===== config.mk =====
export PLATFORM = sky130hd
export DESIGN_NAME = adc_serial_responder
export DESIGN_NICKNAME = d
export VERILOG_FILES = /design/src/rtl/adc_emu_pkg.sv /design/src/rtl/sync_edge_det.sv /design/src/rtl/adc_serial_responder.sv
export SDC_FILE = /design/constraint.sdc
export NUM_CORES = 1
export LEC_CHECK = 0
export ABC_CLOCK_PERIOD_IN_PS = 2000
export CORE_MARGIN = 2
export CORE_UTILIZATION = 30
export CTS_CLUSTER_DIAMETER = 60
export DETAILED_ROUTE_END_ITERATION = 10
export SLEW_MARGIN = 10
export SYNTH_ARGS = -nofsm -noshare
export SYNTH_HDL_FRONTEND = slang
export SYNTH_HIERARCHICAL = 1
export SYNTH_SLANG_ARGS = --single-unit
export TNS_END_PERCENT = 100

===== constraint.sdc =====
create_clock -name clk210_p -period 2 [get_ports clk210_p]
set_input_delay 0.5 -clock clk210_p [delete_from_list [all_inputs] [get_ports clk210_p]]
set_output_delay 0.5 -clock clk210_p [all_outputs]
set_load 0.01 [all_outputs]

===== src/rtl/adc_emu_pkg.sv =====
// Shared types and constants for the serial ADC emulator: FSM states,
// pattern-source selectors and the Galois LFSR step.
package adc_emu_pkg;

    typedef enum logic [1:0] {
        IDLE    = 2'd0,
        CONVERT = 2'd1,
        SHIFT   = 2'd2
    } state_t;

    localparam logic [1:0] PAT_CONST = 2'd0;
    localparam logic [1:0] PAT_RAMP  = 2'd1;
    localparam logic [1:0] PAT_LFSR  = 2'd2;

    localparam logic [31:0] LFSR_TAPS = 32'h8020_0003;

    // Right-shifting Galois form: the bit falling out of bit 0 feeds the taps.
    function automatic logic [31:0] lfsr_step(input logic [31:0] v);
        return (v >> 1) ^ (v[0] ? LFSR_TAPS : 32'h0);
    endfunction

endpackage


===== src/rtl/sync_edge_det.sv =====
// Two-flop synchronizer for an asynchronous pin followed by an edge-detect
// flop; rise_o/fall_o are one-cycle pulses.
module sync_edge_det (
    input  logic clk_i,
    input  logic rst_ni,
    input  logic d_i,
    output logic rise_o,
    output logic fall_o
);

    logic meta_q;
    logic sync_q;
    logic prev_q;

    always_ff @(posedge clk_i or negedge rst_ni) begin
        if (!rst_ni) begin
            meta_q <= 1'b0;
            sync_q <= 1'b0;
            prev_q <= 1'b0;
        end else begin
            meta_q <= d_i;
            sync_q <= meta_q;
            prev_q <= sync_q;
        end
    end

    assign rise_o = sync_q & ~prev_q;
    assign fall_o = ~sync_q & prev_q;

endmodule


===== src/rtl/adc_serial_responder.sv =====
// Serial ADC emulator (responder side of cnv/sck/sdo). Define
// ADC_BUSY_INDICATOR_EN to hold sdo_p low during conversion (busy-indicator mode).
module adc_serial_responder
    import adc_emu_pkg::*;
#(
    parameter int          DATA_W    = 16,
    parameter int          T_CONV    = 149,
    parameter int          RAMP_STEP = 1,
    parameter logic [31:0] LFSR_SEED = 32'hACE1_0001
) (
    input  logic              clk210_p,
    input  logic              resetn_p,
    input  logic              cnv_p,
    input  logic              sck_p,
    output logic              sdo_p,
    input  logic [1:0]        pattern_sel_p,
    input  logic [DATA_W-1:0] const_sample_p,
    input  logic              overrun_clr_p,
    output logic              overrun_p,
    output logic              frame_done_p,
    output logic [15:0]       sample_cnt_p
);

    localparam int CNT_W = (T_CONV > 1) ? $clog2(T_CONV) : 1;
    localparam int BIT_W = $clog2(DATA_W);

`ifdef ADC_BUSY_INDICATOR_EN
    localparam logic CONV_SDO = 1'b0;
`else
    localparam logic CONV_SDO = 1'b1;
`endif

    logic cnv_rise, cnv_fall_unused;
    logic sck_fall, sck_rise_unused;

    sync_edge_det u_cnv_sync (
        .clk_i  (clk210_p),
        .rst_ni (resetn_p),
        .d_i    (cnv_p),
        .rise_o (cnv_rise),
        .fall_o (cnv_fall_unused)
    );

    sync_edge_det u_sck_sync (
        .clk_i  (clk210_p),
        .rst_ni (resetn_p),
        .d_i    (sck_p),
        .rise_o (sck_rise_unused),
        .fall_o (sck_fall)
    );

    state_t            state_q, state_d;
    logic [DATA_W-1:0] shift_q, shift_d;
    logic [CNT_W-1:0]  conv_cnt_q, conv_cnt_d;
    logic [BIT_W-1:0]  bit_cnt_q, bit_cnt_d;
    logic [DATA_W-1:0] ramp_q, ramp_d;
    logic [31:0]       lfsr_q, lfsr_d;
    logic [15:0]       cnt_q, cnt_d;
    logic              overrun_q, overrun_d;
    logic              done_q, done_d;
    logic              sdo_q, sdo_d;
    logic [DATA_W-1:0] pattern_val;

    always_comb begin
        case (pattern_sel_p)
            PAT_RAMP: pattern_val = ramp_q;
            PAT_LFSR: pattern_val = lfsr_q[DATA_W-1:0];
            default:  pattern_val = const_sample_p;
        endcase
    end

    always_ff @(posedge clk210_p or negedge resetn_p) begin
        if (!resetn_p) begin
            state_q    <= IDLE;
            shift_q    <= '0;
            conv_cnt_q <= '0;
            bit_cnt_q  <= '0;
            ramp_q     <= '0;
            lfsr_q     <= LFSR_SEED;
            cnt_q      <= '0;
            overrun_q  <= 1'b0;
            done_q     <= 1'b0;
            sdo_q      <= 1'b1;
        end else begin
            state_q    <= state_d;
            shift_q    <= shift_d;
            conv_cnt_q <= conv_cnt_d;
            bit_cnt_q  <= bit_cnt_d;
            ramp_q     <= ramp_d;
            lfsr_q     <= lfsr_d;
            cnt_q      <= cnt_d;
            overrun_q  <= overrun_d;
            done_q     <= done_d;
            sdo_q      <= sdo_d;
        end
    end

    always_comb begin
        state_d    = state_q;
        shift_d    = shift_q;
        conv_cnt_d = conv_cnt_q;
        bit_cnt_d  = bit_cnt_q;
        ramp_d     = ramp_q;
        lfsr_d     = lfsr_q;
        cnt_d      = cnt_q;
        overrun_d  = overrun_q & ~overrun_clr_p;
        done_d     = 1'b0;

        // A cnv rise always starts a fresh capture; outside IDLE it is also an overrun.
        if (cnv_rise) begin
            if (state_q != IDLE) overrun_d = 1'b1;
            shift_d    = pattern_val;
            if (pattern_sel_p == PAT_RAMP) ramp_d = ramp_q + DATA_W'(RAMP_STEP);
            if (pattern_sel_p == PAT_LFSR) lfsr_d = lfsr_step(lfsr_q);
            cnt_d      = cnt_q + 16'd1;
            conv_cnt_d = CNT_W'(T_CONV - 1);
            bit_cnt_d  = '0;
            state_d    = CONVERT;
        end else begin
            case (state_q)
                CONVERT: begin
                    if (conv_cnt_q == '0) state_d = SHIFT;
                    else                  conv_cnt_d = conv_cnt_q - 1'b1;
                end
                SHIFT: begin
                    if (sck_fall) begin
                        if (bit_cnt_q == BIT_W'(DATA_W - 1)) begin
                            state_d = IDLE;
                            done_d  = 1'b1;
                        end else begin
                            shift_d   = {shift_q[DATA_W-2:0], 1'b0};
                            bit_cnt_d = bit_cnt_q + 1'b1;
                        end
                    end
                end
                default: ;
            endcase
        end

        // sdo is registered from the next state so it changes together with the state.
        case (state_d)
            SHIFT:   sdo_d = shift_d[DATA_W-1];
            CONVERT: sdo_d = CONV_SDO;
            default: sdo_d = 1'b1;
        endcase
    end

    assign sdo_p        = sdo_q;
    assign overrun_p    = overrun_q;
    assign frame_done_p = done_q;
    assign sample_cnt_p = cnt_q;

endmodule


==> flow_metrics.env <==
export IMPL_status="finished, final reports clean"
export IMPL_cp_data_arrival_time_ns=2.15
export IMPL_end_kind="flip-flop"
export IMPL_drtPass1Iterations=4
export IMPL_ir_drop_mv=0.485
export IMPL_post_cts_buffers=0
export IMPL_drive_above_1_share_pct=18.3
export IMPL_dr_total_vias=3132
export IMPL_grt_ovfl_total=0
export IMPL_slew_headroom_pct=69.0
export IMPL_root_buffer="clkbuf_16"
export IMPL_grt_max_degree=34
export IMPL_htreeDepth=3
export IMPL_rows=45
export IMPL_synth_fp_nets=443
export IMPL_clkPwrFrac_pct=34.0
export IMPL_core_area_um2=15200
export IMPL_power_leakage_nw=2.46
export IMPL_slowest_stage="or3b_2"
export IMPL_numCtsBuffers=9
export IMPL_holdWs_ns=0.0534
export IMPL_power_density_nw_per_um2=897
export IMPL_ctsHoldBuffers=0
export IMPL_p_int_mw=3.75
export IMPL_r2r_start="conv_cnt_q[0]"
export IMPL_track_usage_pct=12.1
export IMPL_drt_iter0_markers=121
export IMPL_clk_path_buf_depth=2
export IMPL_min_period_over_period_pct=95.4
export IMPL_clkSlewWorstSetupHoldPaths_ns=0.07
export IMPL_diodes=0
export IMPL_seqPwrFrac_pct=48.7
export IMPL_max_clock_freq_mhz=524
export IMPL_critPathMaxFanout=4
export IMPL_drt_wl_total_um=9210
export IMPL_pwr_share_comb_pct=17.3
export IMPL_grt_antenna_before_repair=0
export IMPL_ant_nets=0
export IMPL_avgRoutedWirePerCell_um=14.1
export IMPL_dp_slack_ns=-0.196
export IMPL_hpwl_um=6710
export IMPL_max_cap_violations=0
export IMPL_cts_sinks=103
export IMPL_syn_avg_cell_area_um2=11.4
export IMPL_syn_inst=411
export IMPL_yosys_warnings=6
export IMPL_grt_first_pass_wirelength_um=15900
export IMPL_post_cts_resized_instances=0
export IMPL_rsz0062_at_grt="no"
export IMPL_die_h_um=129
export IMPL_syn_area_um2=4680
export IMPL_period_minus_slack_ns=1.91
export IMPL_drv_slew=0
export IMPL_hold_viol=0
export IMPL_die_x_um=129
export IMPL_pin_count=42
export IMPL_crit_required_ns=2.24
export IMPL_rrSetupSlack_ns=0.09
export IMPL_fin_worst_skew_ns=0.00941
export IMPL_start_util_pct=30.8
export IMPL_r2r_end="sdo_p"
export IMPL_timing_final_ws_setup_ns=0.0924
export IMPL_switching_share_pct=27.1
export IMPL_dieArea_um2=16600
export IMPL_drc=0
export IMPL_total_power_mw=5.15
export IMPL_clkLatencyLatePin_ns=0.34
export IMPL_vias_per_cell=4.80
export IMPL_port_buffer_count=41
export IMPL_grt_pass1_vias=3233
export IMPL_path_cells="inv_1 -> ha_1 -> or3b_2 -> o41ai_2 -> a31o_1 -> nand3_1"
export IMPL_dp_cells=637
export IMPL_gp_congestion=0.798
export IMPL_syn_to_final_growth_pct=22.5
export IMPL_crit_type="flip-flop to flip-flop"
export IMPL_fin_nets=492
export IMPL_hold_class="input port to asynchronous set/reset pin"
export IMPL_setup_worst_path_start_class="flip-flop"
export IMPL_critPathLaunch="conv_cnt_q[0]"
export IMPL_tightest_slew_ns=0.462
export IMPL_cts_tree="built"
export IMPL_rr_worst_depth=6
export IMPL_slowest_delay_ns=0.51
export IMPL_final_cells=653
export IMPL_setup_viol=0
export IMPL_p_switching_mw=1.40
## critical path, delay by kind of cell, from the launching register on
family | cells | cell delay, ns
buffers and inverters | 1 | 0.06
AO/OA/AOI/OAI | 2 | 0.53
adder cells (fa/ha/maj) | 1 | 0.19
flip-flops | 1 | 0.40
AND/OR/NAND/NOR | 2 | 0.63
## metal layers
| layer | global-route usage [%] | vias to the layer above | part of all wire (%) |
|---|---|---|---|
| met5 | 0 | - | 0 |
| met4 | 2.88 | 0 | 0.97 |
| met3 | 3.74 | 8 | 3.7 |
| met2 | 20.4 | 45 | 51 |
| met1 | 15.2 | 1551 | 45 |
| li1 | - | 1528 | - |
## how the worst max path moves through the flow
stage                             to  cells after the start  slack, ns
floorplan                 lfsr_q[28]                      6       0.21
global placement          ramp_q[14]                      6      -0.14
detailed placement         ramp_q[9]                      6      -0.20
CTS                            sdo_p                      6       0.09
global route        sample_cnt_p[13]                      5       0.01
finish                         sdo_p                      6       0.09
## layout make-up
class / instances / area [um^2]
flip-flops and latches: 103 / 2590
fillers: 1472 / 9460
inverters: 12 / 45.0
well taps: 188 / 235
multi-input cells: 276 / 1970
clock inverters: 5 / 56.3
repair buffers: 58 / 598
clock buffers: 11 / 243
## power groups by stage
| stage | clock [mW] | combinational [mW] | sequential (mW) |
|---|---|---|---|
| after floorplan | 0 | 0.517 | 2.52 |
| after global placement | 0 | 0.874 | 2.53 |
| after detailed placement | 0 | 0.902 | 2.55 |
| after CTS | 1.82 | 0.907 | 2.51 |
| after global routing | 1.91 | 1.01 | 2.54 |
| final | 1.75 | 0.890 | 2.50 |
## placed cells by master (no fill, tap or decap), types with 11 or more instances in the layout
cell type	count
clkdlybuf4s50_1	40
nand3_1	15
nor2_1	17
nand2_1	47
inv_1	11
xor2_1	11
dfrtp_1	93
xnor2_1	29
buf_4	13
mux2_2	31
mux2i_1	17
a22oi_1	15
o21ai_0	31
## sequential cells by signal (all words and copies together) (netlist names), 2 cells and up
name	count
shift_q	16
sample_cnt_p	16
state_q	2
ramp_q	16
bit_cnt_q	4
conv_cnt_q	8
lfsr_q	32
## metrics by stage
stage	setup TNS [ns]	util (%)	cell area [um^2]
after floorplan	0	-	4680
after global placement	-3.01	35.8	5440
after detailed placement	-3.97	35.8	5440
after CTS	0	37.7	5740
after global routing	0	37.7	5740
final	0	37.7	5740
Power figures use the tool's default switching activity.
